$ cat src/rtl/isa_dma_pkg.sv
// Shared constants, register map and FSM state type for the ISA DMA channel engine.
package isa_dma_pkg;

  localparam logic [2:0] ADDR_CTRL   = 3'd0;
  localparam logic [2:0] ADDR_COUNT  = 3'd1;
  localparam logic [2:0] ADDR_FIFO   = 3'd2;
  localparam logic [2:0] ADDR_STATUS = 3'd3;

  localparam int CTRL_ENABLE   = 0;
  localparam int CTRL_DIR      = 1;
  localparam int CTRL_MASK_LO  = 2;
  localparam int CTRL_AUTOINIT = 6;
  localparam int CTRL_FLUSH    = 7;

  localparam int ST_BUSY    = 0;
  localparam int ST_TC      = 1;
  localparam int ST_EMPTY   = 2;
  localparam int ST_FULL    = 3;
  localparam int ST_LEVEL   = 4;
  localparam int ST_LAST_CH = 13;
  localparam int ST_OVF     = 15;
  localparam int ST_UNF     = 16;

  localparam logic [1:0] CH_DRQ1 = 2'd0;
  localparam logic [1:0] CH_DRQ3 = 2'd1;
  localparam logic [1:0] CH_DRQ5 = 2'd2;
  localparam logic [1:0] CH_DRQ7 = 2'd3;

  typedef enum logic [2:0] {IDLE, ACK, STROBE, HOLD, REL} dma_state_e;

  // DRQ1/DRQ3 are the 8-bit channels; only the low byte lane carries data.
  function automatic logic is_8bit(input logic [1:0] ch);
    return (ch == CH_DRQ1) || (ch == CH_DRQ3);
  endfunction

endpackage

$ cat src/rtl/isa_dma_fifo.sv
// 16-bit synchronous FIFO with two push and two pop ports (engine = a, host = b), flush and level.
module isa_dma_fifo #(
  parameter int DEPTH = 16
) (
  input  logic        clk,
  input  logic        reset,
  input  logic        flush,
  input  logic        push_a,
  input  logic [15:0] wdata_a,
  input  logic        push_b,
  input  logic [15:0] wdata_b,
  input  logic        pop_a,
  input  logic        pop_b,
  output logic [15:0] rdata_a,
  output logic [15:0] rdata_b,
  output logic        rd_b_valid,
  output logic        push_drop,
  output logic        pop_drop,
  output logic [8:0]  level,
  output logic        full,
  output logic        empty
);

  localparam int AW = $clog2(DEPTH);
  localparam logic [AW:0] DEPTH_L = (AW + 1)'(DEPTH);
  localparam logic [AW:0] TWO_L   = (AW + 1)'(2);

  logic [15:0]   mem_q [DEPTH];
  logic [AW-1:0] wr_ptr_q, wr_ptr_d, rd_ptr_q, rd_ptr_d;
  logic [AW:0]   level_q, level_d;
  logic          push_a_ok, push_b_ok, pop_a_ok, pop_b_ok;

  always_comb begin
    // Port a is served first; port b only sees what a left over (space is judged before pops).
    pop_a_ok  = pop_a && (level_q != '0);
    pop_b_ok  = pop_b && (pop_a_ok ? (level_q >= TWO_L) : (level_q != '0));
    push_a_ok = push_a && (level_q != DEPTH_L);
    push_b_ok = push_b && (push_a_ok ? (level_q < DEPTH_L - 1'b1) : (level_q != DEPTH_L));

    rdata_a    = mem_q[rd_ptr_q];
    rdata_b    = mem_q[pop_a_ok ? rd_ptr_q + AW'(1) : rd_ptr_q];
    rd_b_valid = pop_b_ok;
    push_drop  = ((push_a && !push_a_ok) || (push_b && !push_b_ok)) && !flush;
    pop_drop   = ((pop_a && !pop_a_ok) || (pop_b && !pop_b_ok)) && !flush;

    wr_ptr_d = wr_ptr_q + AW'(push_a_ok) + AW'(push_b_ok);
    rd_ptr_d = rd_ptr_q + AW'(pop_a_ok) + AW'(pop_b_ok);
    level_d  = level_q + (AW + 1)'(push_a_ok) + (AW + 1)'(push_b_ok)
                       - (AW + 1)'(pop_a_ok) - (AW + 1)'(pop_b_ok);
    if (flush) begin
      wr_ptr_d = '0;
      rd_ptr_d = '0;
      level_d  = '0;
    end
  end

  always_ff @(posedge clk) begin
    if (reset) begin
      wr_ptr_q <= '0;
      rd_ptr_q <= '0;
      level_q  <= '0;
    end else begin
      wr_ptr_q <= wr_ptr_d;
      rd_ptr_q <= rd_ptr_d;
      level_q  <= level_d;
    end
  end

  always_ff @(posedge clk) begin
    if (!flush) begin
      if (push_a_ok) mem_q[wr_ptr_q] <= wdata_a;
      if (push_b_ok) mem_q[push_a_ok ? wr_ptr_q + AW'(1) : wr_ptr_q] <= wdata_b;
    end
  end

  assign level = 9'(level_q);
  assign full  = (level_q == DEPTH_L);
  assign empty = (level_q == '0);

endmodule

$ cat src/rtl/isa_dma_engine.sv
// ISA single-transfer DMA engine: DRQ arbitration, DACK#/AEN/IOR#/IOW# sequencing, FIFO + register window.
// Optional: define DMA_AUTOINIT_EN to implement CTRL autoinit (count reload on terminal count).
module isa_dma_engine
  import isa_dma_pkg::*;
#(
  parameter int FIFO_DEPTH    = 16,
  parameter int STROBE_CYCLES = 3
) (
  input  logic        clk,
  input  logic        reset,
  input  logic        write,
  input  logic        read,
  input  logic [2:0]  address,
  input  logic [31:0] writedata,
  output logic [31:0] readdata,
  input  logic [3:0]  drq,
  output logic [3:0]  dack_n,
  output logic        aen,
  output logic        ior_n,
  output logic        iow_n,
  input  logic [15:0] data_bus_in,
  output logic [15:0] data_bus_out,
  output logic        data_oe,
  output logic        tc
);

  localparam logic [15:0] STB_LAST = 16'(STROBE_CYCLES - 1);

  dma_state_e  state_q, state_d;
  logic [15:0] stb_cnt_q, stb_cnt_d;
  logic [1:0]  ch_q, ch_d, last_ch_q, last_ch_d;
  logic        dir_cyc_q, dir_cyc_d;
  logic [15:0] dout_q, dout_d;
  logic        enable_q, enable_d, dir_q, dir_d;
  logic [3:0]  mask_q, mask_d;
  logic [15:0] count_q, count_d, reload_q, reload_d;
  logic        tc_flag_q, tc_flag_d, ovf_q, ovf_d, unf_q, unf_d;
  logic [31:0] readdata_q, readdata_d;

  logic        autoinit_rd, unused_bits;
  logic        host_push, host_pop, flush, start, active, tc_set;
  logic        eng_push, eng_pop;
  logic [3:0]  req;
  logic [1:0]  sel_ch;
  logic [15:0] eng_wdata, fifo_rdata_a, fifo_rdata_b;
  logic        fifo_rd_b_valid, fifo_push_drop, fifo_pop_drop, fifo_full, fifo_empty;
  logic [8:0]  fifo_level;

  assign host_push = write && (address == ADDR_FIFO);
  assign host_pop  = read && (address == ADDR_FIFO);
  assign flush     = write && (address == ADDR_CTRL) && writedata[CTRL_FLUSH];
  assign req       = drq & mask_q;
  assign start     = enable_q && (count_q != 16'd0) && (req != 4'd0)
                     && (dir_q ? !fifo_empty : !fifo_full);
  assign eng_wdata = is_8bit(ch_q) ? {8'h00, data_bus_in[7:0]} : data_bus_in;

  isa_dma_fifo #(.DEPTH(FIFO_DEPTH)) u_fifo (
    .clk        (clk),
    .reset      (reset),
    .flush      (flush),
    .push_a     (eng_push),
    .wdata_a    (eng_wdata),
    .push_b     (host_push),
    .wdata_b    (writedata[15:0]),
    .pop_a      (eng_pop),
    .pop_b      (host_pop),
    .rdata_a    (fifo_rdata_a),
    .rdata_b    (fifo_rdata_b),
    .rd_b_valid (fifo_rd_b_valid),
    .push_drop  (fifo_push_drop),
    .pop_drop   (fifo_pop_drop),
    .level      (fifo_level),
    .full       (fifo_full),
    .empty      (fifo_empty)
  );

  always_comb begin
    sel_ch = CH_DRQ7;
    for (int i = 3; i >= 0; i--) begin
      if (req[i]) sel_ch = 2'(i);
    end
  end

  // Channel and direction are latched at cycle start so CTRL writes cannot disturb a transfer.
  always_comb begin
    state_d   = state_q;
    stb_cnt_d = stb_cnt_q;
    ch_d      = ch_q;
    last_ch_d = last_ch_q;
    dir_cyc_d = dir_cyc_q;
    dout_d    = dout_q;
    eng_pop   = 1'b0;
    eng_push  = 1'b0;
    case (state_q)
      IDLE: begin
        if (start) begin
          state_d   = ACK;
          ch_d      = sel_ch;
          last_ch_d = sel_ch;
          dir_cyc_d = dir_q;
          if (dir_q) begin
            eng_pop = 1'b1;
            dout_d  = is_8bit(sel_ch) ? {8'h00, fifo_rdata_a[7:0]} : fifo_rdata_a;
          end
        end
      end
      ACK: begin
        state_d   = STROBE;
        stb_cnt_d = 16'd0;
      end
      STROBE: begin
        if (stb_cnt_q == STB_LAST) state_d = HOLD;
        else                       stb_cnt_d = stb_cnt_q + 16'd1;
      end
      HOLD: begin
        state_d  = REL;
        eng_push = !dir_cyc_q;
      end
      REL: begin
        state_d = IDLE;
        dout_d  = 16'd0;
      end
      default: state_d = IDLE;
    endcase
  end

  always_comb begin
    enable_d   = enable_q;
    dir_d      = dir_q;
    mask_d     = mask_q;
    count_d    = count_q;
    reload_d   = reload_q;
    tc_flag_d  = tc_flag_q;
    ovf_d      = ovf_q;
    unf_d      = unf_q;
    tc_set     = 1'b0;
    readdata_d = 32'd0;

    if (state_q == REL && count_q != 16'd0) begin
      count_d = count_q - 16'd1;
      if (count_q == 16'd1) begin
        tc_set = 1'b1;
`ifdef DMA_AUTOINIT_EN
        if (autoinit_rd) count_d = reload_q;
`endif
      end
    end

    if (write) begin
      case (address)
        ADDR_CTRL: begin
          enable_d = writedata[CTRL_ENABLE];
          dir_d    = writedata[CTRL_DIR];
          mask_d   = writedata[CTRL_MASK_LO +: 4];
        end
        ADDR_COUNT: begin
          count_d  = writedata[15:0];
          reload_d = writedata[15:0];
        end
        ADDR_STATUS: begin
          if (writedata[ST_TC])  tc_flag_d = 1'b0;
          if (writedata[ST_OVF]) ovf_d     = 1'b0;
          if (writedata[ST_UNF]) unf_d     = 1'b0;
        end
        default: ;
      endcase
    end

    if (tc_set)         tc_flag_d = 1'b1;
    if (fifo_push_drop) ovf_d     = 1'b1;
    if (fifo_pop_drop)  unf_d     = 1'b1;

    if (read) begin
      case (address)
        ADDR_CTRL:   readdata_d = {24'd0, 1'b0, autoinit_rd, mask_q, dir_q, enable_q};
        ADDR_COUNT:  readdata_d = {16'd0, count_q};
        ADDR_FIFO:   readdata_d = fifo_rd_b_valid ? {16'd0, fifo_rdata_b} : 32'd0;
        ADDR_STATUS: readdata_d = {15'd0, unf_q, ovf_q, last_ch_q, fifo_level,
                                   fifo_full, fifo_empty, tc_flag_q, (state_q != IDLE)};
        default:     readdata_d = 32'd0;
      endcase
    end
  end

  always_ff @(posedge clk) begin
    if (reset) begin
      state_q    <= IDLE;
      stb_cnt_q  <= '0;
      ch_q       <= '0;
      last_ch_q  <= '0;
      dir_cyc_q  <= 1'b0;
      dout_q     <= '0;
      enable_q   <= 1'b0;
      dir_q      <= 1'b0;
      mask_q     <= '0;
      count_q    <= '0;
      reload_q   <= '0;
      tc_flag_q  <= 1'b0;
      ovf_q      <= 1'b0;
      unf_q      <= 1'b0;
      readdata_q <= '0;
    end else begin
      state_q    <= state_d;
      stb_cnt_q  <= stb_cnt_d;
      ch_q       <= ch_d;
      last_ch_q  <= last_ch_d;
      dir_cyc_q  <= dir_cyc_d;
      dout_q     <= dout_d;
      enable_q   <= enable_d;
      dir_q      <= dir_d;
      mask_q     <= mask_d;
      count_q    <= count_d;
      reload_q   <= reload_d;
      tc_flag_q  <= tc_flag_d;
      ovf_q      <= ovf_d;
      unf_q      <= unf_d;
      readdata_q <= readdata_d;
    end
  end

`ifdef DMA_AUTOINIT_EN
  logic autoinit_q, autoinit_d;

  always_comb begin
    autoinit_d = autoinit_q;
    if (write && address == ADDR_CTRL) autoinit_d = writedata[CTRL_AUTOINIT];
  end

  always_ff @(posedge clk) begin
    if (reset) autoinit_q <= 1'b0;
    else       autoinit_q <= autoinit_d;
  end

  assign autoinit_rd = autoinit_q;
  assign unused_bits = ^writedata[31:17];
`else
  assign autoinit_rd = 1'b0;
  assign unused_bits = ^{writedata[31:17], reload_q};
`endif

  assign active = (state_q == ACK) || (state_q == STROBE) || (state_q == HOLD);

  genvar gi;
  generate
    for (gi = 0; gi < 4; gi++) begin : g_dack
      assign dack_n[gi] = !(active && ch_q == 2'(gi));
    end
  endgenerate

  assign aen          = active;
  assign ior_n        = !(state_q == STROBE && !dir_cyc_q);
  assign iow_n        = !(state_q == STROBE && dir_cyc_q);
  assign data_oe      = active && dir_cyc_q;
  assign data_bus_out = dout_q;
  assign tc           = tc_set;
  assign readdata     = readdata_q;

endmodule

$ cat config.mk
export PLATFORM = sky130hd
export DESIGN_NAME = isa_dma_engine
export DESIGN_NICKNAME = d
export VERILOG_FILES = /design/src/rtl/isa_dma_pkg.sv /design/src/rtl/isa_dma_fifo.sv /design/src/rtl/isa_dma_engine.sv
export SDC_FILE = /design/constraint.sdc
export NUM_CORES = 1
export LEC_CHECK = 0
export CAP_MARGIN = 10
export CORE_AREA = 5 5 155 217
export DETAILED_ROUTE_END_ITERATION = 10
export DIE_AREA = 0 0 160 222
export PLACE_DENSITY = 0.85
export SLEW_MARGIN = 10
export SYNTH_ARGS = -nofsm -noshare
export SYNTH_HDL_FRONTEND = slang
export SYNTH_SLANG_ARGS = --single-unit
$ cat constraint.sdc
create_clock -name clk -period 6.6 [get_ports clk]
set_input_delay 1.32 -clock clk [delete_from_list [all_inputs] [get_ports clk]]
set_output_delay 1.32 -clock clk [all_outputs]
set_load 0.05 [all_outputs]
After elaboration in Yosys (flattened, before gate mapping)
Memory sizes are Yosys's and may differ from the RTL's. A register that Yosys moved wholly into a read port is not among the register bits.
Cells that the tools add are included.
{ "classes": {"addsub": 12, "n_lt_le_gt_ge": 2, "eq_ne": 19, "muxes": 48, "bitwise_logic": 2, "n_reduce_logical": 75} }
{ "op_table": {"columns": ["op", "count"], "rows": [
  ["2-to-1 mux 16 bit", 9],
  ["one-hot mux 17 bit (4 select lines)", 1],
  ["one-hot mux 16 bit (2 select lines)", 2],
  ["2-to-1 mux 1 bit", 28],
  ["logical AND 1 bit", 25],
  ["nonzero test 2 bit", 11],
  ["adder 16 x 1 -> 16 bit (second input constant)", 1],
  ["adder 4 x 1 -> 4 bit", 4],
  ["equality test 16 x 1 -> 1 bit (second input constant)", 1],
  ["equality test 16 x 2 -> 1 bit (second input constant)", 1],
  ["nonzero test 16 bit", 1],
  ["subtractor 16 x 1 -> 16 bit (second input constant)", 1],
  ["zero test 1 bit", 14],
  ["equality test 3 x 2 -> 1 bit (second input constant)", 4],
  ["2-to-1 mux 4 bit", 3],
  ["one-hot mux 3 bit (4 select lines)", 1],
  ["AND reduction 3 bit", 4],
  ["adder 5 x 1 -> 5 bit", 2],
  ["subtractor 5 x 1 -> 5 bit", 2],
  ["adder 4 x 1 -> 4 bit (second input constant)", 2],
  ["!= test 2 bit (second input constant)", 4],
  ["AND reduction 2 bit", 4],
  ["equality test 3 x 1 -> 1 bit (second input constant)", 2],
  ["zero test 3 bit", 2],
  ["18 further kinds", 29]
]} }
{ "word_totals": {"reg_bits": 108, "ramBits": 256, "inputBits": 59, "wordCells": 175, "memories": 1} }
{ "mem_list": {"columns": ["memory", "words", "word_bits", "read_ports", "rd_ports_with_merged_regs", "write_ports", "line", "rtl"], "rows": [
  ["u_fifo.mem_q", 16, 16, 2, 1, 2, "isa_dma_fifo.sv:28", "logic [15:0] mem_q [DEPTH];"]
]} }

Depth between registers and ports, before layout
{ "depth": {"word_depth": 15, "mapped_depth": 18, "mapped_depth_nobuf": 18} }

By module
Synthesis repeated with hierarchy kept, for this count alone.
{ "hier_totals": {"hier_cells": 1972, "area_unflattened_um2": 22537.9} }
{ "by_module_without_submodules": {"columns": ["module", "instances", "cells_per_inst", "area_per_inst_um2", "seq_area_each_um2"], "rows": [
  ["isa_dma_fifo", 1, 1454, 18236.2, 7947.6],
  ["isa_dma_engine", 1, 518, 4301.6, 1601.5]
]} }

Worst setup path after synthesis
No wires, ideal clock.
{ "synth_timing": {"path_kind": "in2reg", "start": "input drq[0]", "end": "register u_fifo.level_q[3]", "setup_ps": 124, "t_arrival_ps": 4151, "required_ps": 6476, "setup_slack_ps": 2325, "cell_stages": 14, "path_cell_list": "a22oi_1 -> a21boi_0 -> o211ai_2 -> bufinv_8 -> a31oi_4 -> o21ai_2 -> nor3_1 -> fa_1 -> inv_1 -> fa_1 -> ha_1 -> fa_1 -> xor2_1 -> nor2_1"} }
{ "synth_via": {"elab_chain_len": 10} }
{ "synth_lines": {"columns": ["element", "line", "rtl"], "rows": [
  ["start: declaration", "isa_dma_engine.sv:16", "input logic [3:0] drq,"],
  ["AND 4 bit *", "isa_dma_engine.sv:52", "assign req = drq & mask_q;"],
  ["nonzero test 4 bit *", "isa_dma_engine.sv:53", "assign start = enable_q && (count_q != 16'd0) && (req != 4'd0)"],
  ["logical AND 1 bit *", "isa_dma_engine.sv:53", null],
  ["logical AND 1 bit *", "isa_dma_engine.sv:54", "&& (dir_q ? !fifo_empty : !fifo_full);"],
  ["2-to-1 mux 1 bit *", "isa_dma_engine.sv:96", "if (start) begin"],
  ["2-to-1 mux 1 bit *", "isa_dma_engine.sv:94", "case (state_q)"],
  ["logical AND 1 bit *", "isa_dma_fifo.sv:35", "pop_a_ok = pop_a && (level_q != '0);"],
  ["branches (longest 2 deep; another with subtractor 5 x 1 -> 5 bit)", null, null],
  ["subtractor 5 x 1 -> 5 bit *", "isa_dma_fifo.sv:49", "- (AW + 1)'(pop_a_ok) - (AW + 1)'(pop_b_ok);"],
  ["end signal: assignment", "isa_dma_fifo.sv:65", "level_q <= level_d;"],
  ["end: declaration", "isa_dma_fifo.sv:30", "logic [AW:0] level_q, level_d;"]
]} }
Every way passes the cells marked *.
A chain may end at the register's enable or synchronous reset.

Final worst setup path
{ "layout_timing": {"start": "register count_q[8]", "end": "output tc"} }
{ "layout_via": {"elab_chain_len": 3} }
{ "layout_lines": {"columns": ["element", "line", "rtl"], "rows": [
  ["start: declaration", "isa_dma_engine.sv:36", "logic [15:0] count_q, count_d, reload_q, reload_d;"],
  ["start signal: assignment", "isa_dma_engine.sv:212", "count_q <= count_d;"],
  ["equality test 16 x 1 -> 1 bit or nonzero test 16 bit (tied branches)", "isa_dma_engine.sv:141, isa_dma_engine.sv:139", null],
  ["2-to-1 mux 1 bit or logical AND 1 bit (tied branches)", "isa_dma_engine.sv:141, isa_dma_engine.sv:139", null],
  ["2-to-1 mux 1 bit *", "isa_dma_engine.sv:139", "if (state_q == REL && count_q != 16'd0) begin"],
  ["end: declaration", "isa_dma_engine.sv:24", "output logic tc"]
]} }
Mark *: on every way between the ends. The rest lies on a longest branch, timed or not.

==> metrics.md <==
| Metric | Value |
|---|---|
| Status | complete, no violations |
| Cts repair resizes | 0 |
| Cell family with most CP delay | simple AND/OR/NAND/NOR gates |
| HP Start | unf_q |
| CTS tree | yes |
| Worst VDD drop | 0.0001812 V |
| Residual DRC | 0 |
| Part of the power in combinational logic | 0.081 |
| Sequential power share | 0.498 |
| CP startpoint kind | register |
| Req. time, crit path | 5.28 ns |
| Asr flop ratio synth | 0 |
| Synth Area per Inst | 11.44 um2 |
| Reg clk slew, reported paths | 0.06 ns |
| Post-synth EDFFs | 256 |
| DPL Wire Length | 37920 um |
| Number of H-tree levels | 2 |
| FF-to-FF Start | count_q[8] |
| Iteration count of the initial detailed-routing pass | 7 |
| Relative slew margins | 0.1098 |
| Power per cell area | 215.1 mW/mm2 |
| Clock buffer depth | 3 |
| Port Buf Inserts | 85 |
| Hold endpoint | readdata[16] |
| Drt total wl | 61640 um |
| Final Power | 4.780 mW |
| Clk pwr share | 0.421 |
| CP most frequent cell | or4_4 |
| Fmax | 194.1 MHz |
| Final period util | 0.7808 |
| Clock skew | 0.02744 ns |
| RSZ-0062 raised after global routing | no |
| Clk_lat worst skew | 0.55 ns |
| Post-Syn Area | 0.02010 mm2 |
| # clock sinks | 349 |
| Post-synthesis cell count | 1757 |
| CP endpoint kind | output port |
| Setup bufs post-CTS | 0 |
| Die span in x | 160 um |
| Mean routed wirelength per cell | 28.12 um |
| Post-layout util | 0.7097 |
| First-pass GRT wire length | 91850 um |
| Launch point of the worst path | count_q[8] |
| Worst r2r path cells | 14 |
| Hold_buf cts | 0 |
| Final net count | 1853 |
| Internal power | 3.662 mW |
| GR Overflow Total | 0 |
| CP Class | register to output port |
| Die area | 0.03552 mm2 |
| Pin count of the biggest net entering global routing | 78 |
| Area occupied by multi-input gates | 0.009844 mm2 |
| Std cell rows | 77 |
| Stages on the worst setup path | 6 |
| Post-DRT Antenna Nets | 0 |
| Yosys cell types | 71 |
| Layout fillers | 2071 |
| CP max stage cell | clkdlybuf4s50_1 |
| Worst-Margin Slew | 1.333 ns |
| WP data arrival | 3.83 ns |
| Layout area overhead | 10.57% |
| Final Hold Viols | 0 |
| Routability cong. | 0.9467 |
| Sw Share | 0.2339 |
| Die Y | 222 um |
| Share of layout cells above drive strength 1 | 0.2433 |
| Reg2Reg Setup Slack | 1.70 ns |
| # setup viols final | 0 |
| Register area | 0.009554 mm2 |
| Setup TNS | 0 ns |
| Clk root buf | clkbuf_16 |
| Tmin final | 5.153 ns |
| Net Sw Power | 1.118 mW |
| Yosys warns | 0 |
| CP max stage delay | 0.71 ns |
| Vias per inst | 7.226 |
| Crit path buffers/inverters | 1 |
| MaxCap Viol Count | 0 |
| Vias in the first global route | 15830 |
| Critical Path Fanout Max | 7 |
| Initial antenna violation count | 1 |
| RR Endpoint | u_fifo.level_q[3] |
| Max Slew Vio Count | 0 |
| LEAKAGE | 7.732 nW |
| CP Cell Sequence | or4_4 > or4_4 > o211ai_1 > nor3_1 > and4b_1 > clkdlybuf4s50_1 |
| Prevailing post-synth register cell | edfxtp_1 |
| Total CTS buffers | 35 |
| Hold Crit Class | register to register |
| Vias | 15840 |
| Core Region | 0.03131 mm2 |
| Initial DRC count | 2717 |
| I/O Pins | 116 |
| Global Route Usage Sum | 0.3362 |
| Register area share after synthesis | 0.4751 |
| Starting density of the core | 0.6419 |
| Synth Register Bits | 349 |
| Hold depth | 2 |
[flip-flops by register name, summed over array words and instances, names as in the netlist, 2 cells and up]
signal,count
u_fifo.level_q,5
u_fifo.rd_ptr_q,4
state_q,3
readdata,17
stb_cnt_q,16
count_q,16
last_ch_q,2
mask_q,4
u_fifo.mem_q,256
u_fifo.wr_ptr_q,4
data_bus_out,16
[kinds of logic after synthesis]
kind of cell | count (synthesis) | synth area share
simple gates | 591 | 0.1352
mux | 397 | 0.2509
flops | 349 | 0.4751
compound gates | 183 | 0.06568
buf+inv | 179 | 0.04078
xor+xnor | 33 | 0.01569
fa+ha+maj | 24 | 0.01644
other cells | 1 | 0.0001866
[area by class of cell]
class	instances	share of cell area
Multi-Input combinational cell	1243	0.4430
Sequential cell	349	0.4299
Timing Repair Buffer	117	0.04887
Clock buffer	49	0.04409
Tap cell	395	0.02224
Clock inverter	14	0.007094
Inverter	24	0.004673
Antenna cell	1	0.0001126
[power groups by stage]
stage	combinational [mW]	clock, mW	sequential (mW)
final	0.388	2.01	2.38
after CTS	0.378	2.01	2.38
after global placement	0.364	0	2.43
after floorplan	0.276	0	2.41
after global routing	0.414	2.10	2.38
after detailed placement	0.374	0	2.43
[layout by cell type, fill, tap and decap left out, types with 32 or more instances in the layout]
cell,synthesis,routed
mux2_2,264,264
nand2_1,261,261
edfxtp_1,256,256
nor2_1,103,95
nand3_1,93,93
dfxtp_1,93,91
clkdlybuf4s50_1,0,84
mux2i_1,74,74
mux4_2,59,59
nand4_1,37,37
clkbuf_16,0,36
a32oi_1,33,33
buf_4,16,32
[metal layers]
| metal | routed length [um] | track usage | share of wire |
|---|---|---|---|
| met5 | 18 | 0 | 0.00029 |
| met4 | 4747 | 0.2194 | 0.077 |
| met3 | 7961 | 0.08257 | 0.13 |
| met2 | 28550 | 0.5385 | 0.46 |
| met1 | 20360 | 0.4050 | 0.33 |
[worst max path at each step]
stage | endpoint | slack [ns]
6_report | tc | 1.45
2_1_floorplan | u_fifo.level_q[3] | 2.33
3_5_place_dp | u_fifo.level_q[3] | 1.01
3_3_place_gp | u_fifo.level_q[3] | 1.10
5_1_grt | u_fifo.level_q[3] | 1.28
4_1_cts | tc | 1.52
[cell usage after synthesis (all sizes together), types with 2 or more instances]
cell type  instances  area (um2)
or4b               2       20.02
inv               23       86.33
nor3b              2       15.01
nor4bb             2       20.02
o21ai             32       163.9
nand2            262       991.0
clkbuf           100       375.4
dfxtp             93        1862
mux2i             74       740.7
fa                 4       80.08
nor3              21       116.4
nand4             37       231.5
a21boi             3       22.52
nor4b              2       17.52
o22ai              4       25.02
a22o               2       17.52
nand3             93       465.5
a21o              12       90.09
mux4              59        1329
and4               2       17.52
or3               10       62.56
edfxtp           256        7687
mux2             264        2973
nor2             103       386.6
buf               55       340.3
a22oi             23       172.7
nand2b             8       50.05
a32oi             33       289.0
a221oi             7       61.31
and3               3       18.77
a311oi             6       52.55
or4                5       45.04
nor2b              5       31.28
and2              20       125.1
ha                20       250.2
a21oi             29       145.1
a31oi              2       27.53
nand3b             4       30.03
xor2              13       132.6
xnor2             20       182.7
a211oi            10       75.07
nor4               6       37.54
o41ai              3       26.28
o211ai            10       80.07
[tightest hold or removal path: cells and delay by family (launching register included)]
kind             cells  cell delay (ns)
and+or+nand+nor      2             0.10
DFF                  1             0.31
[through the flow]
stage	cells	worst slack [ns]	instance area, um2	hold slack, ns
6_report	2192	1.447	22220	0.4434
5_1_grt	2191	1.276	22220	0.4688
4_1_cts	2191	1.517	22220	0.4440
3_5_place_dp	2128	1.012	21080	0.4343
3_3_place_gp	2128	1.096	21080	0.4308
2_1_floorplan	1771	2.325	20150	0.4097
No activity file was read; power rests on OpenSTA's default activity.
